`src/rtl/blood_abnormality_detector_if.sv`:
```
// Sample/verdict bus between acquisition front end and the abnormality detector.
interface blood_abnormality_detector_if #(
  parameter int unsigned COUNT_W = 8
);
  logic               sampleValid;
  logic [3:0]         bloodPH;
  logic [2:0]         bloodType;
  logic               alarmClear;
  logic               bloodAbnormality;
  logic               resultValid;
  logic               invalidType;
  logic               alarmSticky;
  logic [COUNT_W-1:0] abnormalCount;

  modport master (
    output sampleValid, bloodPH, bloodType, alarmClear,
    input  bloodAbnormality, resultValid, invalidType, alarmSticky, abnormalCount
  );

  modport slave (
    input  sampleValid, bloodPH, bloodType, alarmClear,
    output bloodAbnormality, resultValid, invalidType, alarmSticky, abnormalCount
  );
endinterface

```
`src/rtl/blood_abnormality_detector.sv`:
```
// Per-sample pH window check with registered verdict, sticky alarm and saturating count.
// Optional BLOOD_PERSIST_FILTER_EN: verdict needs PERSIST_N consecutive raw-abnormal samples.
module blood_abnormality_detector #(
  parameter int unsigned COUNT_W   = 8,
  parameter int unsigned PERSIST_N = 3
) (
  input  logic                          clk,
  input  logic                          rst_n,
  blood_abnormality_detector_if.slave   bus
);
  localparam int unsigned PH_W  = 4;
  localparam int unsigned RUN_W = 4;

  if (PERSIST_N < 1 || PERSIST_N > 15) begin : g_bad_persist
    $error("PERSIST_N must be in 1..15");
  end

  logic [PH_W-1:0]    low_c, high_c;
  logic               reserved_c, raw_abn_c, verdict_c;

  logic               abn_q, abn_d;
  logic               rv_q, rv_d;
  logic               inv_q, inv_d;
  logic               alarm_q, alarm_d;
  logic [COUNT_W-1:0] count_q, count_d;

  // Inclusive normal pH window per blood type; 110/111 are reserved.
  always_comb begin
    low_c      = '0;
    high_c     = '0;
    reserved_c = 1'b0;
    case (bus.bloodType)
      3'd0:    begin low_c = 4'd6; high_c = 4'd9;  end
      3'd1:    begin low_c = 4'd7; high_c = 4'd10; end
      3'd2:    begin low_c = 4'd8; high_c = 4'd11; end
      3'd3:    begin low_c = 4'd7; high_c = 4'd9;  end
      3'd4:    begin low_c = 4'd6; high_c = 4'd8;  end
      3'd5:    begin low_c = 4'd5; high_c = 4'd8;  end
      default: reserved_c = 1'b1;
    endcase
    raw_abn_c = reserved_c | (bus.bloodPH < low_c) | (bus.bloodPH > high_c);
  end

`ifdef BLOOD_PERSIST_FILTER_EN
  logic [RUN_W-1:0] run_q, run_d, run_next_c;

  // Run length includes the current sample; reserved types skip the filter.
  always_comb begin
    run_next_c = '0;
    if (raw_abn_c) run_next_c = (run_q == '1) ? run_q : run_q + RUN_W'(1);
    run_d      = bus.sampleValid ? run_next_c : run_q;
    verdict_c  = reserved_c | (raw_abn_c & (run_next_c >= RUN_W'(PERSIST_N)));
  end

  always_ff @(posedge clk or negedge rst_n) begin
    if (!rst_n) run_q <= '0;
    else        run_q <= run_d;
  end
`else
  assign verdict_c = raw_abn_c;
`endif

  // Verdict/alarm/count update; an abnormal verdict wins over alarmClear.
  always_comb begin
    abn_d   = abn_q;
    inv_d   = inv_q;
    rv_d    = bus.sampleValid;
    alarm_d = alarm_q;
    count_d = count_q;
    if (bus.alarmClear) alarm_d = 1'b0;
    if (bus.sampleValid) begin
      abn_d = verdict_c;
      inv_d = reserved_c;
      if (verdict_c) begin
        alarm_d = 1'b1;
        if (count_q != '1) count_d = count_q + COUNT_W'(1);
      end
    end
  end

  always_ff @(posedge clk or negedge rst_n) begin
    if (!rst_n) begin
      abn_q   <= 1'b0;
      rv_q    <= 1'b0;
      inv_q   <= 1'b0;
      alarm_q <= 1'b0;
      count_q <= '0;
    end else begin
      abn_q   <= abn_d;
      rv_q    <= rv_d;
      inv_q   <= inv_d;
      alarm_q <= alarm_d;
      count_q <= count_d;
    end
  end

  assign bus.bloodAbnormality = abn_q;
  assign bus.resultValid      = rv_q;
  assign bus.invalidType      = inv_q;
  assign bus.alarmSticky      = alarm_q;
  assign bus.abnormalCount    = count_q;
endmodule

```
`src/flat_wrapper.sv`:
```
// flat-port wrapper written by rule: the top's interface ports become plain ports
module blood_abnormality_detector_flat 
#(
  parameter int unsigned COUNT_W   = 8,
  parameter int unsigned PERSIST_N = 3
)
  (clk, rst_n, bus_sampleValid, bus_bloodPH, bus_bloodType, bus_alarmClear, bus_bloodAbnormality, bus_resultValid, bus_invalidType, bus_alarmSticky, bus_abnormalCount);
  blood_abnormality_detector_if #(.COUNT_W(COUNT_W)) bus_i ();
  input  logic clk;
  input  logic rst_n;
  input wire logic [$bits(bus_i.sampleValid)-1:0] bus_sampleValid;
  input wire logic [$bits(bus_i.bloodPH)-1:0] bus_bloodPH;
  input wire logic [$bits(bus_i.bloodType)-1:0] bus_bloodType;
  input wire logic [$bits(bus_i.alarmClear)-1:0] bus_alarmClear;
  output wire logic [$bits(bus_i.bloodAbnormality)-1:0] bus_bloodAbnormality;
  output wire logic [$bits(bus_i.resultValid)-1:0] bus_resultValid;
  output wire logic [$bits(bus_i.invalidType)-1:0] bus_invalidType;
  output wire logic [$bits(bus_i.alarmSticky)-1:0] bus_alarmSticky;
  output wire logic [$bits(bus_i.abnormalCount)-1:0] bus_abnormalCount;
  assign bus_i.sampleValid = bus_sampleValid;
  assign bus_i.bloodPH = bus_bloodPH;
  assign bus_i.bloodType = bus_bloodType;
  assign bus_i.alarmClear = bus_alarmClear;
  assign bus_bloodAbnormality = bus_i.bloodAbnormality;
  assign bus_resultValid = bus_i.resultValid;
  assign bus_invalidType = bus_i.invalidType;
  assign bus_alarmSticky = bus_i.alarmSticky;
  assign bus_abnormalCount = bus_i.abnormalCount;
  blood_abnormality_detector #(.COUNT_W(COUNT_W), .PERSIST_N(PERSIST_N)) u_core (.clk(clk), .rst_n(rst_n), .bus(bus_i));
endmodule
```
`config.mk`:
```
export PLATFORM = sky130hd
export DESIGN_NAME = blood_abnormality_detector_flat
export DESIGN_NICKNAME = d
export VERILOG_FILES = /design/src/rtl/blood_abnormality_detector_if.sv /design/src/rtl/blood_abnormality_detector.sv /design/src/flat_wrapper.sv
export SDC_FILE = /design/constraint.sdc
export NUM_CORES = 1
export LEC_CHECK = 0
export BUFFER_PORTS_ARGS = -buffer_cell sky130_fd_sc_hd__buf_2
export CORE_UTILIZATION = 50
export CTS_CLUSTER_DIAMETER = 200
export CTS_CLUSTER_SIZE = 24
export DETAILED_ROUTE_END_ITERATION = 10
export HOLD_SLACK_MARGIN = 0.05
export PLACE_DENSITY = 0.87
export RECOVER_POWER = 100
export SETUP_SLACK_MARGIN = 0.3
export SLEW_MARGIN = 5
export SYNTH_ARGS = -nofsm -noshare
export SYNTH_HDL_FRONTEND = slang
export SYNTH_SLANG_ARGS = --single-unit
```
`constraint.sdc`:
```
create_clock -name clk -period 2.19 [get_ports clk]
set_clock_uncertainty 0.05 [all_clocks]
set_input_delay 0 -clock clk [delete_from_list [all_inputs] [get_ports clk]]
set_output_delay 0 -clock clk [all_outputs]
set_load 0.02 [all_outputs]
```
# After elaboration in Yosys (flattened, before gate mapping)

Cells that the tools add are included.

$add $sub $neg: 1
Order comparisons: 2
Eq/ne operators: 6
Muxes and demuxes: 6
Bitwise logic cells: 2
Reductions and logical operators: 7

Operators with widths:

| kind                                                 | number |
|---|---|
| one-hot mux 4 bit (4 select lines)                   | 2 |
| adder 8 x 1 -> 8 bit (second input constant)         | 1 |
| != test 8 bit (second input constant)                | 1 |
| OR reduction 2 bit                                   | 4 |
| equality test 3 x 2 -> 1 bit (second input constant) | 2 |
| equality test 3 bit (second input constant)          | 2 |
| OR reduction 6 bit                                   | 1 |
| > comparator 4 bit                                   | 1 |
| < comparator 4 bit                                   | 1 |
| 2-to-1 mux 1 bit                                     | 4 |
| equality test 3 x 1 -> 1 bit (second input constant) | 1 |
| logical NOT 3 bit                                    | 1 |
| AND reduction 3 bit                                  | 1 |
| OR 1 bit                                             | 2 |

Register bits: 12
Bits of input ports: 11
Output and inout bits: 12

# Longest topological paths before layout

Depth in word-level cells: 8
Gate-level depth with buffers: 8

# Worst setup path before layout

No wires, ideal clock.

Path type: input -> register
From: input port bus_bloodType[1]
To: register u_core.count_q[1] (netlist: u_core.bus.abnormalCount[1])
Setup time: 0.128 ns
Arrival time: 1.632 ns
Data required time: 2.012 ns
Setup slack: 0.380 ns
Stages: 8
Buffers on the path: 0
Path through: inv_2 -> or3_1 -> ha_1 -> o21a_1 -> o22ai_1 -> a211oi_4 -> nor2_2 -> mux2_1

Cells in the longest elaborated chain, start to end: 7

RTL lines:

| item                                              | RTL line                         | RTL |
|---|---|---|
| start: declaration                                | flat_wrapper.sv:13               | `input wire logic [$bits(bus_i.bloodType)-1:0] bus_bloodType;` |
| equality test 3 bit, or another cell as far along | blood_abnormality_detector.sv:32 | `case (bus.bloodType)` |
| OR reduction 2 bit (no line)                      | n/a                              |  |
| one-hot mux 4 bit (4 select lines)                | blood_abnormality_detector.sv:32 |  |
| < comparator 4 bit                                | blood_abnormality_detector.sv:41 | `raw_abn_c = reserved_c \| (bus.bloodPH < low_c) \| (bus.bloodPH > high_c);` |
| OR 1 bit                                          | blood_abnormality_detector.sv:41 |  |
| OR 1 bit *                                        | blood_abnormality_detector.sv:41 |  |
| AND reduction 3 bit (no line) *                   | n/a                              |  |
| end signal: assignment                            | blood_abnormality_detector.sv:93 | `count_q <= count_d;` |
| end: declaration                                  | blood_abnormality_detector.sv:25 | `logic [COUNT_W-1:0] count_q, count_d;` |

Every way passes the cells marked *; elsewhere a longest branch is shown, timed or not.
A chain may end at the register's enable or synchronous reset.

# Worst setup path in the final report

From: register u_core.count_q[0] (netlist: u_core.bus.abnormalCount[0])
To: register u_core.count_q[1] (netlist: u_core.bus.abnormalCount[1])

Cells in the longest elaborated chain, start to end: 2

RTL lines:

| item |
|---|
| parallel branches: the longest is 2 deep, another holds adder 8 x 1 -> 8 bit |

Several ways; the timed one is not identified.

==> impl_metrics.csv <==
group,metric,value,unit
outcome,status,"complete, no violations",
clock_network,clkTransAtPathRegs,0.08,ns
synthesis,synthAdderAreaFrac,11.0,%
cells_and_area,diodes,0,
clock_network,postCtsHoldBufs,3,
sta,finalSetupViolations,0,
cells_and_area,area_growth,17.7,%
drt,drcViolationCount,0,
power_and_ir_drop,leakage,0.433,nW
clock_network,post_cts_buffers,0,
cells_and_area,final_layout_size_suffix_gt1_share,19.6,%
floorplanning,row_count,14,
floorplanning,core-area,0.00151,mm^2
job,max_cap_violations,0,
drt,met1_length,695,um
synthesis,ys_seq_elements,12,
global_route,grt.overflow.total,0,
clock_network,tritoncts,"yes",
clock_network,cts_made_buffers,3,
power_and_ir_drop,power_frac_comb,39.8,%
power_and_ir_drop,seqPwrFrac,44.4,%
power_and_ir_drop,internal-power,0.000473,W
cells_and_area,nNetsFinal,122,
synthesis,syn_area,798,um^2
placement,detailed_place_hpwl,1.16,mm
power_and_ir_drop,power.density,867,mW/mm^2
worst_setup_path,worstPathRequired,2.28,ns
global_route,grt_pass1_vias,625,
floorplanning,dieArea,0.00176,mm^2
synthesis,synth_edf_count,0,
sta,worst_slack,0.426,ns
worst_setup_path,reg2reg_to,"u_core.bus.abnormalCount[1]",
worst_setup_path,r2r_cells,5,
synthesis,synth_xor_area_share,6.58,%
clock_network,clock_sinks,12,
global_route,grt_max_degree,13,
drt,drt_iter0_markers,5,
clock_network,clockBufferDepth,2,
synthesis,syn_area_per_cell,10.9,um^2
sta,drv_slew,0,
drt,dr.max_layer_used,"met4",
sta,worstMarginPinSlew,0.648,ns
sta,timing.fmax,0.567,GHz
power_and_ir_drop,pwr-share-clk,15.8,%
clock_network,cts-root-buf,"clkbuf_4",
drt,vias,619,
synthesis,synth_top_family_by_area,"simple AND/OR/NAND/NOR gates",
synthesis,yosysUniqueCellTypes,25,
drt,antenna_left,0,
sta,hold_viol,0,
drt,route.met2.wl,717,um
power_and_ir_drop,ir_worst_vdd,0.000378,V
placement,place.port_buffers,22,
sta,fin_crit,1.76,ns
synthesis,ys.flop_type,"dfrtp_1",
floorplanning,die_w,42.0,um
drt,wl_met3,44,um
cells_and_area,fillers,134,
synthesis,yosys.area_share.simple,20.7,%
synthesis,synth_compound_area_share,15.2,%
synthesis,async_reset_ff_share,100,%
synthesis,synth.yosys.warnings,0,
floorplanning,top_level_ports,23,
hold_path,worstHoldPathType,"in -> reg",
sta,post-route-period-util,80.5,%
sta,grt_setup_unrepaired,"no",
synthesis,yosysSeqAreaShare,37.6,%
synthesis,synth_cells,73,
sta,whs,0.203,ns
power_and_ir_drop,p_switching,0.000341,W
worst_setup_path,critical_path_class,"reg -> reg",
global_route,grtUsageTotal,19.3,%
power_and_ir_drop,switching_share,41.9,%
worst_setup_path,crit_path_start_kind,"flop",
sta,fin_setup_tns,0,ns
drt,first_pass_iters,3,
sta,slew-limit-headroom,56.8,%
floorplanning,die_h,42.0,um
clock_network,htree_levels,1,
placement,place_congestion,0.815,
hold_path,hold_start,"bus_bloodPH[2]",
worst_setup_path,reg2reg_from,"u_core.bus.abnormalCount[0]",
worst_setup_path,end_kind,"flop",
drt,vias_per_cell,5.25,
global_route,grt_antenna_before_repair,0,
worst_setup_path,path_max_fanout,6,
drt,wl_per_cell,12.5,um
hold_path,min_to,"u_core.bus.alarmSticky",
drt,drt-total-wl,1.47,mm
placement,pre_cts_ws,0.263,ns
clock_network,clk_latency,0.26,ns
hold_path,hold_depth,5,
global_route,grt_first_pass_wirelength,2.64,mm
clock_network,cts_resized,0,
synthesis,synth_fp_nets,91,
worst_setup_path,reg2reg_slack,0.43,ns
worst_setup_path,cp.arrival,1.85,ns
floorplanning,start_util,53.0,%
synthesis,synthMuxAreaShare,5.64,%
[worst max path at each step]
stage	from	end	slack, ns
final	u_core.bus.abnormalCount[0]	u_core.bus.abnormalCount[1]	0.43
after global routing	u_core.bus.abnormalCount[0]	u_core.bus.abnormalCount[1]	0.27
after CTS	u_core.bus.abnormalCount[2]	u_core.bus.abnormalCount[1]	0.50
after detailed placement	bus_bloodType[1]	u_core.bus.abnormalCount[1]	0.26
after global placement	bus_bloodType[1]	u_core.bus.abnormalCount[3]	0.30
after floorplan	bus_bloodType[1]	u_core.bus.abnormalCount[1]	0.38
[Yosys cell counts, types with 2 or more instances]
cell type | n | area (um^2)
nor3_2 | 6 | 60.1
nand2b_1 | 2 | 12.5
nor2_1 | 3 | 11.3
nand2_1 | 3 | 11.3
a21oi_1 | 3 | 15.0
nand3_1 | 6 | 30.0
dfrtp_1 | 12 | 300
o22ai_1 | 2 | 12.5
xor2_1 | 6 | 52.6
mux2_1 | 3 | 33.8
o21ai_2 | 2 | 17.5
inv_1 | 6 | 22.5
ha_1 | 7 | 87.6
[area by class of cell]
| class | count | area [um^2] | share of cell area, % |
|---|---|---|---|
| well taps | 16 | 20.0 | 2.13 |
| repair buffers | 26 | 130 | 13.8 |
| clock buffers | 3 | 22.5 | 2.40 |
| multi-input cells | 54 | 440 | 46.9 |
| flip-flops and latches | 12 | 300 | 32.0 |
| inverters | 7 | 26.3 | 2.80 |
[critical path, stage by stage (launching register included)]
cell,delay (ns)
dfrtp_1,0.46
ha_1,0.27
nand2_1,0.07
o21ai_1,0.33
nor2_1,0.13
mux2_1,0.33
[routing by layer]
layer	up-vias	GRT usage, %
li1	321	-
met1	284	25.5
met2	12	30.9
met3	2	3.48
met4	0	8.39
met5	-	0
[power by group through the flow]
stage	Combinational, W	Clock [W]	Sequential [W]
2_1_floorplan	0.000159	0	0.000431
3_3_place_gp	0.000340	0	0.000361
3_5_place_dp	0.000347	0	0.000364
4_1_cts	0.000352	0.000132	0.000360
5_1_grt	0.000355	0.000137	0.000374
6_report	0.000324	0.000129	0.000361
[cells by family (layout without fill, tap and decap cells)]
group	Yosys count	in the layout
AND/OR/NAND/NOR	25	25
AO/OA/AOI/OAI	12	12
flip-flops	12	12
adder cells (fa/ha/maj)	7	7
buffers and inverters	7	36
XOR/XNOR	6	6
multiplexers	4	4
[stage by stage]
step | std cells | utilization (%) | power, W | cell area, um^2
3_5_place_dp | 112 | 62.1 | 0.000711 | 936
3_3_place_gp | 112 | 62.1 | 0.000701 | 936
2_1_floorplan | 73 | - | 0.000589 | 798
4_1_cts | 118 | 65.6 | 0.000844 | 988
6_report | 118 | 62.4 | 0.000814 | 940
5_1_grt | 118 | 62.4 | 0.000866 | 940
[cell usage in the layout (no fill, tap or decap)]
cell type and count:
a2111oi_4 1, a211oi_4 1, a21oi_1 3, a41oi_2 1, and3_1 1, buf_2 8, buf_4 1, clkbuf_1 14
clkbuf_4 3, dfrtp_1 12, dlygate4sd3_1 3, ha_1 7, inv_1 7, mux2_1 3, mux2_2 1, nand2_1 3
nand2b_1 2, nand2b_2 1, nand3_1 6, nor2_1 4, nor3_1 4, nor3_2 2, nor3b_1 1, o21a_1 1
o21ai_0 1, o21ai_1 1, o21ai_2 1, o22ai_1 2, or3_1 1, xor2_1 6
[sequential cells by signal (all words and copies together) (netlist names)]
name and cells:
u_core.bus.invalidType 1, u_core.bus.alarmSticky 1, u_core.bus.resultValid 1, u_core.bus.bloodAbnormality 1, u_core.bus.abnormalCount 8
Note: power is estimated with default switching activity, not from simulation.
